[config.mk]
export PLATFORM = sky130hd
export DESIGN_NAME = video_pixel_fetch
export DESIGN_NICKNAME = d
export VERILOG_FILES = /design/src/rtl/video_pixel_fetch.sv
export SDC_FILE = /design/constraint.sdc
export NUM_CORES = 1
export LEC_CHECK = 0
export BUFFER_PORTS_ARGS = -buffer_cell sky130_fd_sc_hd__buf_4
export CORE_MARGIN = 2
export CORE_UTILIZATION = 24
export CTS_CLUSTER_SIZE = 16
export DETAILED_ROUTE_END_ITERATION = 10
export GPL_TIMING_DRIVEN = 0
export PLACE_DENSITY_LB_ADDON = 0.2
export SETUP_SLACK_MARGIN = 0.3
export SYNTH_ARGS = -nofsm -noshare
export SYNTH_HDL_FRONTEND = slang
export SYNTH_SLANG_ARGS = --single-unit
[constraint.sdc]
create_clock -name in_clk -period 3 [get_ports in_clk]
set_clock_uncertainty 0.1 [all_clocks]
set_input_delay 0.6 -clock in_clk [delete_from_list [all_inputs] [get_ports in_clk]]
set_output_delay 0.6 -clock in_clk [all_outputs]
set_load 0.03 [all_outputs]
[src/rtl/video_pixel_fetch.sv]
// rtl/video_pixel_fetch.sv - row-major framebuffer reader feeding a small pixel FIFO
module video_pixel_fetch #(
    parameter int PIXEL_BITS    = 16,
    parameter int SCREEN_WIDTH  = 4,
    parameter int SCREEN_HEIGHT = 4,
    parameter int ADDR_BITS     = 16,
    parameter int FIFO_DEPTH    = 4,
    localparam int HB = (SCREEN_WIDTH  > 1) ? $clog2(SCREEN_WIDTH)  : 1,
    localparam int VB = (SCREEN_HEIGHT > 1) ? $clog2(SCREEN_HEIGHT) : 1
) (
    input  logic                  in_clk,
    input  logic                  in_rst,
    input  logic                  in_enable,
    output logic [ADDR_BITS-1:0]  out_mem_addr,
    output logic                  out_mem_rd,
    input  logic [PIXEL_BITS-1:0] in_mem_data,
    output logic [PIXEL_BITS-1:0] out_pixel,
    output logic                  out_pixel_valid,
    input  logic                  in_pixel_ready,
    output logic [HB-1:0]         out_hpix,
    output logic [VB-1:0]         out_vpix,
    output logic                  out_frame_start,
    output logic                  out_line_end
);
    localparam int PB   = $clog2(FIFO_DEPTH);
    localparam int CW   = PB + 1;
    localparam int MW   = HB + VB + 2;
    localparam int EW   = PIXEL_BITS + MW;
    localparam int NPIX = SCREEN_WIDTH * SCREEN_HEIGHT;

    logic [ADDR_BITS-1:0] addr_q, addr_d;
    logic [HB-1:0]        col_q, col_d;
    logic [VB-1:0]        line_q, line_d;
    logic                 fl_q, fl_d;
    logic [MW-1:0]        fl_meta_q, fl_meta_d;
    logic [PB-1:0]        wr_ptr_q, wr_ptr_d, rd_ptr_q, rd_ptr_d;
    logic [CW-1:0]        count_q, count_d;
    logic [EW-1:0]        fifo_q [FIFO_DEPTH];
    logic [EW-1:0]        head;
    logic                 rd_issue, push, pop, last_col, last_line;

    assign last_col  = (col_q == HB'(SCREEN_WIDTH - 1));
    assign last_line = (line_q == VB'(SCREEN_HEIGHT - 1));
    // Reserving a slot for the in-flight read keeps the FIFO from ever overflowing.
    assign rd_issue  = in_rst && in_enable && ((int'(count_q) + int'(fl_q)) < FIFO_DEPTH);
    assign push      = fl_q;
    assign pop       = (count_q != '0) && in_pixel_ready;

    always_comb begin
        addr_d    = addr_q;
        col_d     = col_q;
        line_d    = line_q;
        fl_d      = rd_issue;
        fl_meta_d = fl_meta_q;
        wr_ptr_d  = wr_ptr_q + PB'(push);
        rd_ptr_d  = rd_ptr_q + PB'(pop);
        count_d   = count_q + CW'(push) - CW'(pop);
        if (rd_issue) begin
            addr_d    = (addr_q == ADDR_BITS'(NPIX - 1)) ? '0 : addr_q + ADDR_BITS'(1);
            col_d     = last_col ? '0 : col_q + HB'(1);
            if (last_col) begin
                line_d = last_line ? '0 : line_q + VB'(1);
            end
            fl_meta_d = {col_q, line_q, (col_q == '0) && (line_q == '0), last_col};
        end
    end

    always_ff @(posedge in_clk) begin
        if (!in_rst) begin
            addr_q    <= '0;
            col_q     <= '0;
            line_q    <= '0;
            fl_q      <= 1'b0;
            fl_meta_q <= '0;
            wr_ptr_q  <= '0;
            rd_ptr_q  <= '0;
            count_q   <= '0;
        end else begin
            addr_q    <= addr_d;
            col_q     <= col_d;
            line_q    <= line_d;
            fl_q      <= fl_d;
            fl_meta_q <= fl_meta_d;
            wr_ptr_q  <= wr_ptr_d;
            rd_ptr_q  <= rd_ptr_d;
            count_q   <= count_d;
        end
    end

    // Storage needs no reset: the cleared count masks stale entries.
    always_ff @(posedge in_clk) begin
        if (push) begin
            fifo_q[wr_ptr_q] <= {in_mem_data, fl_meta_q};
        end
    end

    assign head            = fifo_q[rd_ptr_q];
    assign out_pixel_valid = in_rst && (count_q != '0);
    assign out_mem_rd      = rd_issue;
    assign out_mem_addr    = in_rst ? addr_q : '0;
    assign {out_pixel, out_hpix, out_vpix, out_frame_start, out_line_end} =
        out_pixel_valid ? head : '0;
endmodule

Word-level counts from Yosys, hierarchy flattened

Memory sizes are Yosys's and may differ from the RTL's. A register that Yosys moved wholly into a read port is not among the register bits.
Index checks and enable logic that the tools add are counted.

Add/sub/neg operators: 8
Magnitude comparators: 1
Equal/unequal tests: 3
Multiplexer cells: 8
Reductions and logical operators: 9

Operator list:

| operator                                           | count |
|---|---|
| two-way mux 16 bit                                 | 2 |
| two-way mux 22 bit                                 | 1 |
| adder 16 x 1 -> 16 bit, second input constant      | 1 |
| == test 16 x 4 -> 1 bit, second input constant     | 1 |
| two-way mux 2 bit                                  | 3 |
| logical AND 1 bit                                  | 5 |
| adder 2 x 1 -> 2 bit                               | 2 |
| adder 2 x 1 -> 2 bit, second input constant        | 2 |
| adder 3 x 1 -> 4 bit                               | 1 |
| == test 2 bit, second input constant               | 2 |
| zero test 2 bit                                    | 2 |
| < comparator 4 x 3 -> 1 bit, second input constant | 1 |
| adder 3 x 1 -> 3 bit                               | 1 |
| nonzero test 3 bit                                 | 1 |
| subtractor 3 x 1 -> 3 bit                          | 1 |
| two-way mux 1 bit                                  | 2 |
| AND reduction 2 bit                                | 1 |

Register bits: 34
Bits in writable memories: 88
Input bits: 20
Output and inout bits: 40
Word-level logic and storage cells: 38
Memories: 1

Memories:

| name   | words | width | read ports | clocked after Yosys merged registers in | write ports | RTL line | text |
|---|---|---|---|---|---|---|---|
| fifo_q | 4     | 22    | 1          | 1                                       | 1           | 38       | `logic [EW-1:0] fifo_q [FIFO_DEPTH];` |

Logic depth before layout (Yosys ltp)

Gate-level depths: netlist of the first run.

Word-level depth: 4
Mapped depth: 9
Depth with buffers taken out: 8

Least setup slack after synthesis of the first run

OpenSTA, ideal clock, no wires.

Path type: flip-flop to flip-flop
Start: reg fl_q
End: mem fifo_q[0][0] in the netlist's numbering (enable)
Setup time: 433 ps
Arrival: 2117 ps
Data required time: 2467 ps
Path slack: 350 ps
Cell stages (with the launch flop): 2
Path buffers: 0
Clock period less this slack: 2650 ps
Cell sequence: dfxtp_1 -> nor3b_1

Cells in the longest elaborated chain, start to end: 2

Ends and longest elaborated chain:

| what                                    | RTL line | text |
|---|---|---|
| from (decl)                             | 34       | `logic fl_q, fl_d;` |
| from (signal assigned)                  | 82       | `fl_q <= fl_d;` |
| two-way mux 1 bit                       | 92       | `if (push) begin` |
| two-way mux 1 bit (not written as such) | 93       | `fifo_q[wr_ptr_q] <= {in_mem_data, fl_meta_q};` |
| to (decl)                               | 38       |  |

Every way passes these cells.

Worst setup path in the final report of the first run

Start: reg count_q[2]
End: out out_vpix[0]

Cells in the longest elaborated chain, start to end: 3

Ends and longest elaborated chain:

| what                   | RTL line | text |
|---|---|---|
| from (decl)            | 37       | `logic [CW-1:0] count_q, count_d;` |
| from (signal assigned) | 86       | `count_q <= count_d;` |
| nonzero test 3 bit     | 98       | `assign out_pixel_valid = in_rst && (count_q != '0);` |
| logical AND 1 bit      | 98       |  |
| two-way mux 22 bit     | 102      | `out_pixel_valid ? head : '0;` |
| to (decl)              | 21       | `output logic [VB-1:0] out_vpix,` |

Every way passes these cells.

==> run summary, run 1 <==
FILL cells = 2104
Syn Std Cell Area = 5130 um2
Cell family with most CP delay = simple AND/OR/NAND/NOR gates
Worst-Skew Late Latency = 0.41 ns
First-pass GRT wire length = 18.8 mm
Pin count of the biggest net entering global routing = 23
Post-detailed-route count of antenna-violating nets = 0
HP Class = in2reg
Cell variety after synth = 47
Hold slack = 0.288 ns
FF/Latch Area = 3320 um2
I/O Buffers = 58
Top_reg_cell synth = edfxtp_1
Core Area = 21000 um2
Post-synth top area share = 51.5%
Mapped Cells = 356
Buf/Inv on CP = 3
TNS Setup = 0 ns
Syn Nets = 385
Finished Cell Area = 6630 um2
CTS tree = done
Largest stage delay on the critical path = 0.48 ns
Detailed router's first-iteration violation count = 152
Crit path DAT = 1.92 ns
CTS clk-pin slew, worst paths = 0.06 ns
Initial antenna violation count = 0
Comb pwr share = 24.3%
Routed WL per cell = 16.6 um
Highest ir drop seen on vdd = 0.382 mV
Final setup viols = 0
Drt total wl = 12.0 mm
Residual DRC count = 0
Initial core utilization = 24.4%
CP required = 2.30 ns
Switch Pwr = 1.50 mW
Hold Fails Final Rpt = 0
Dominant cell type by area after synthesis = edfxtp_1
Post-DP Area = 5960 um2
Most frequent cell after synthesis = edfxtp_1
Routability Congestion = 0.807
Clock root buffer = clkbuf_16
Vias/cell = 4.45
Number of buffers created by CTS = 17
Die Ht = 150 um
Synthesized area per cell = 14.4 um2
Slew Limit Fails = 0
N_diodes = 0
Share of power burned in registers = 37.7%
Seq cells post-synth = 122
Crit start category = flip-flop
DPL Wire Length = 7.82 mm
Period utilization = 87.5%
IO Pins = 60
CP max-delay cell = or3_2
Clock Path Buffers = 2
Share of cells above drive strength 1 = 32.1%
Htree depth = 4
CP startpoint = count_q[2]
Synth top area cells = edfxtp_1 (51%), dfxtp_1 (13%), mux4_2 (9.7%)
Clock Sinks = 122
Max frequency = 381 MHz
Post-synth EDFFs = 88
Synth Warn # = 0
Leak = 2.49 nW
Die ar. = 22600 um2
Max-slew headroom = 13.8%
PD cells = 788 nW/um2
Area Growth Syn to Fin = 29.2%
WS Path Type = reg2out
Nets@finish = 465
DR pass1 iterations = 4
Max Cap Viol = 0
Critical path peak fanout = 10
Vias = 3220
CP Cell Sequence = or3_2 > buf_6 > clkbuf_8 > and3_1 > buf_4
Cell Int Power = 3.72 mW
Crit end category = primary output
Clock power frac = 38.0%
Net Sw Frac = 28.8%
Die X = 150 um
Min-delay src = in_mem_data[13]
Register area share after synthesis = 64.7%
Synth cell count leaders = edfxtp_1 (88), dfxtp_1 (34), nand2_1 (32), and3_1 (27), mux4_2 (22)
RSZ-0062 raised after global routing = true
Row count = 53
Total GRT Usage = 11.2%
Worst-Margin Slew = 1.29 ns
Tot Pwr = 5.23 mW
Worst flop-to-flop path startpoint = count_q[1]
GRT overflow = 0
Period minus WS final = 2.62 ns
Vias in the first global route = 3414
Synth async-reset ratio = 0%
Multi-input gate area = 1710 um2
Status = completed
==> per-layer routing <==
metal / GRT usage (%) / vias to the layer above / part of all wire [%]
met4: 4.29 / 0 / 0.88
met1: 14.4 / 1615 / 47
met3: 2.79 / 8 / 3.8
met2: 18.3 / 70 / 48
met5: 0 / - / 0
li1: - / 1527 / -
==> path summary, 6_finish.rpt <==
path                   endpoint  slack [ns]  depth (start not counted)
hold reg to reg    fifo_q[0][0]        0.40                          0
hold / removal    fifo_q[2][19]        0.29                          1
setup reg to reg      addr_q[5]        0.84                          9
setup / recovery    out_vpix[0]        0.38                          5
==> power groups by stage <==
stage | Sequential [mW] | Clock [mW] | Combinational (mW)
2_1_floorplan | 1.98 | 0 | 0.787
3_5_place_dp | 2.00 | 0 | 1.17
5_1_grt | 1.98 | 2.10 | 1.38
3_3_place_gp | 2.00 | 0 | 1.15
4_1_cts | 1.97 | 2.02 | 1.27
6_report | 1.97 | 1.99 | 1.27
==> cells in the final DEF (no fill, tap or decap), drive strengths merged, types with 2 or more instances in the layout <==
cell and instances:
edfxtp 88, buf 72, dfxtp 34, nand2 32, and3 27, clkbuf 26, mux4 22, and2 20
inv 14, nand3 13, a21boi 12, clkinv 11, ha 8, nor2 8, a21oi 6, o21ai 6
or3 5, and4 4, nand4 4, nor4 3, o32ai 3, xnor2 3, mux2i 2, nand2b 2
a21o 2, o221a 2, xor2 2, bufinv 2, o22ai 2, nor3b 2, nor3 2
==> what timing repair did <==
| item | in CTS | in global routing |
|---|---|---|
| setup endpoints to repair | 31 | 28 |
| pin swaps | 0 | 1 |
| gates resized for setup | 24 | 10 |
| hold buffers | 0 | 0 |
| setup buffers | 0 | 1 |
==> kinds of logic after synthesis <==
logic type,Yosys count,share of synthesized area [%]
DFF,122,64.7
adders and majority gates,9,2.34
and+or+nand+nor,126,13.8
muxes,24,10.0
buffers and inverters,32,2.66
xor gates and xnor gates,5,0.853
AOI/OAI and AO/OA,38,5.56
==> final cells by class <==
type                            instances  share of cell area [%]
Buffer                                 20                    2.49
Clock buffer                           17                    6.42
Clock inverter                         15                    2.28
Inverter                               12                   0.679
Multi-Input combinational cell        202                    25.7
Sequential cell                       122                    50.1
Tap cell                              275                    5.19
Timing Repair Buffer                   61                    7.08
==> registers in the layout, summed over array words and instances (netlist names) <==
name,cells
addr_q,16
col_q,2
count_q,3
fifo_q,88
fl_meta_q,6
fl_q,1
line_q,2
rd_ptr_q,2
wr_ptr_q,2
==> stage by stage <==
step	setup WS, ns	instances	utilization [%]
global placement	-1.30	689	28.1
global route	0.294	724	31.5
detailed placement	-0.0764	691	28.3
finish	0.375	724	31.5
floorplan	0.350	356	-
CTS	0.307	723	31.4
Power figures use the tool's default switching activity.
==> inputs of run 2 (changes only) <==
CELL_PAD_IN_SITES_DETAIL_PLACEMENT = 1   (was default)
CELL_PAD_IN_SITES_GLOBAL_PLACEMENT = 1   (was default)
==> run 2 against run 1 <==
  * Critical path depth stayed put
  * Worst setup slack worse by 0.014 ns
  * Sequential share of layout area is 0.29 points lower
  * Cell count is 0.55% higher
  * Design area is 0.62% higher
  * Total power is 0.66% higher
  * Non-clock buffer count is 5 higher
  * Critical endpoint is now out_vpix[1]
  * Largest power group unchanged
  * Highest routed layer unchanged
==> run summary, run 2 (synthesis gave the netlist of run 1 again) <==
Status = completed
Period minus WS final = 2.64 ns
I/O Buffers = 58
Commonest non-fill, non-tap cell in the layout = edfxtp_1
Post-DP Area = 5970 um2
Htree depth = 4
Critical path peak fanout = 10
Max-slew headroom = 11.4%
Met1 GRT Util = 15.2%
WHS Endpoint = fifo_q[0][15]
Worst-Margin Slew = 1.33 ns
WS Path Type = reg2out
Buf/Inv on CP = 3
Die X = 150 um
Biggest regs = fifo_q (88), addr_q (16), fl_meta_q (6)
Leak = 2.52 nW
Worst flop-to-flop path startpoint = count_q[1]
FF/Latch Area = 3330 um2
Die ar. = 22600 um2
Met2 Use GR = 20.0%
Fin util = 31.7%
R2R setup slack = 0.83 ns
IO Pins = 60
Clock Sinks = 122
Row count = 53
Biggest register = fifo_q
Die Ht = 150 um
Area Growth Syn to Fin = 30.0%
FF-to-FF End = addr_q[13]
N_diodes = 0
Post-detailed-route count of antenna-violating nets = 0
Cell family with most CP delay = simple AND/OR/NAND/NOR gates
Residual DRC count = 0
Pin count of the biggest net entering global routing = 23
Number of buffers created by CTS = 17
Hold Fails Final Rpt = 0
Share of cells above drive strength 1 = 32.7%
Nets@finish = 470
FILL cells = 2209
GRT overflow = 0
Drt total wl = 12.6 mm
Vias = 3214
CP required = 2.30 ns
Detailed router's first-iteration violation count = 188
DR pass1 iterations = 4
Most used cell, CP = buf_4
CP max-delay cell = or3_2
Most frequent cells in the layout = edfxtp_1 (88), buf_4 (64), nand2_1 (32), dfxtp_1 (32), and3_1 (27)
Total GRT Usage = 12.1%
Routed WL per cell = 17.4 um
Worst-Skew Late Latency = 0.41 ns
Slew Limit Fails = 0
HP Class = in2reg
GR peak layer = met2
Crit end category = primary output
Largest stage delay on the critical path = 0.47 ns
Routability Congestion = 0.731
RSZ-0062 raised after global routing = true
Hold Buf Count CTS = 0
Multi-input gate area = 1710 um2
Hold slack = 0.284 ns
Crit start category = flip-flop
Min-delay src = in_mem_data[9]
Clock Path Buffers = 2
Max Cap Viol = 0
CP Cell Sequence = or3_2 > buf_4 > clkbuf_8 > and3_1 > buf_4
CTS clk-pin slew, worst paths = 0.05 ns
Period utilization = 87.9%
Initial antenna violation count = 0
CTS tree = done
Met3 Use GR = 2.91%
Crit path DAT = 1.94 ns
Final setup viols = 0
R2R depth = 8
Vias/cell = 4.41
Max reg flops = 88
First-pass GRT wire length = 19.9 mm
Initial core utilization = 24.4%
DPL Wire Length = 8.29 mm
Max frequency = 379 MHz
Finished Cell Area = 6670 um2
Vias in the first global route = 3518
Tot Pwr = 5.26 mW
Clock root buffer = clkbuf_16
PD cells = 789 nW/um2
Highest ir drop seen on vdd = 0.311 mV
Hold depth = 1
Core Area = 21000 um2
==> run 2: cell types whose count changed in the layout (fill, tap and decap cells not counted), moves of 2 or more <==
cell      previous run  this run
buf_2                6         4
inv_6                2         0
clkbuf_1             3         7
clkinv_2             2         5
clkinv_1             3         0
clkinv_4             6         1
clkbuf_4             1         3
buf_4               59        64
==> run 2: worst max path at each step <==
| stage | endpoint | slack [ns] | start | cells after the start |
|---|---|---|---|---|
| finish | out_vpix[1] | 0.36 | count_q[2] | 5 |
| CTS | out_vpix[1] | 0.30 | rd_ptr_q[1] | 4 |
| global route | out_vpix[1] | 0.29 | count_q[2] | 5 |
| detailed placement | out_pixel[11] | -0.21 | in_rst | 5 |
| floorplan | fifo_q[0][0] | 0.35 | fl_q | 1 |
| global placement | fifo_q[0][11] | -1.45 | fl_q | 1 |
==> run 2: per-stage QoR <==
step | std cells | setup slack, ns | TNS (ns)
2_1_floorplan | 356 | 0.350 | 0
3_3_place_gp | 689 | -1.45 | -33.85
3_5_place_dp | 692 | -0.207 | -1.59
4_1_cts | 724 | 0.302 | 0
5_1_grt | 728 | 0.293 | 0
6_report | 728 | 0.362 | 0
==> run 2: what timing repair did <==
| item | in CTS | in global routing |
|---|---|---|
| resized for setup | 27 | 7 |
| endpoints found under the setup margin | 31 | 20 |
| buffers inserted | 1 | 4 |
| pin swaps | 1 | 1 |
==> run 2: routing by layer <==
| layer | vias to the layer above | part of all wire, % |
|---|---|---|
| li1 | 1525 | - |
| met1 | 1628 | 46 |
| met2 | 48 | 50 |
| met3 | 13 | 2.0 |
| met4 | 0 | 1.7 |
| met5 | - | 0 |
==> run 2: layout make-up <==
| type | instances | share of cell area (%) |
|---|---|---|
| Inverter | 12 | 0.675 |
| Tap cell | 275 | 5.16 |
| Timing Repair Buffer | 66 | 7.60 |
| Clock buffer | 22 | 6.81 |
| Multi-Input combinational cell | 202 | 25.6 |
| Clock inverter | 9 | 1.86 |
| Buffer | 20 | 2.49 |
| Sequential cell | 122 | 49.8 |
==> run 2: report_power, final <==
part           total, mW  leakage (nW)  switching (mW)  internal, mW
registers           1.97          1.08          0.0663          1.91
clock network       2.00         0.287           0.687          1.32
logic               1.29          1.15           0.677         0.610
total               5.26          2.52            1.43          3.83
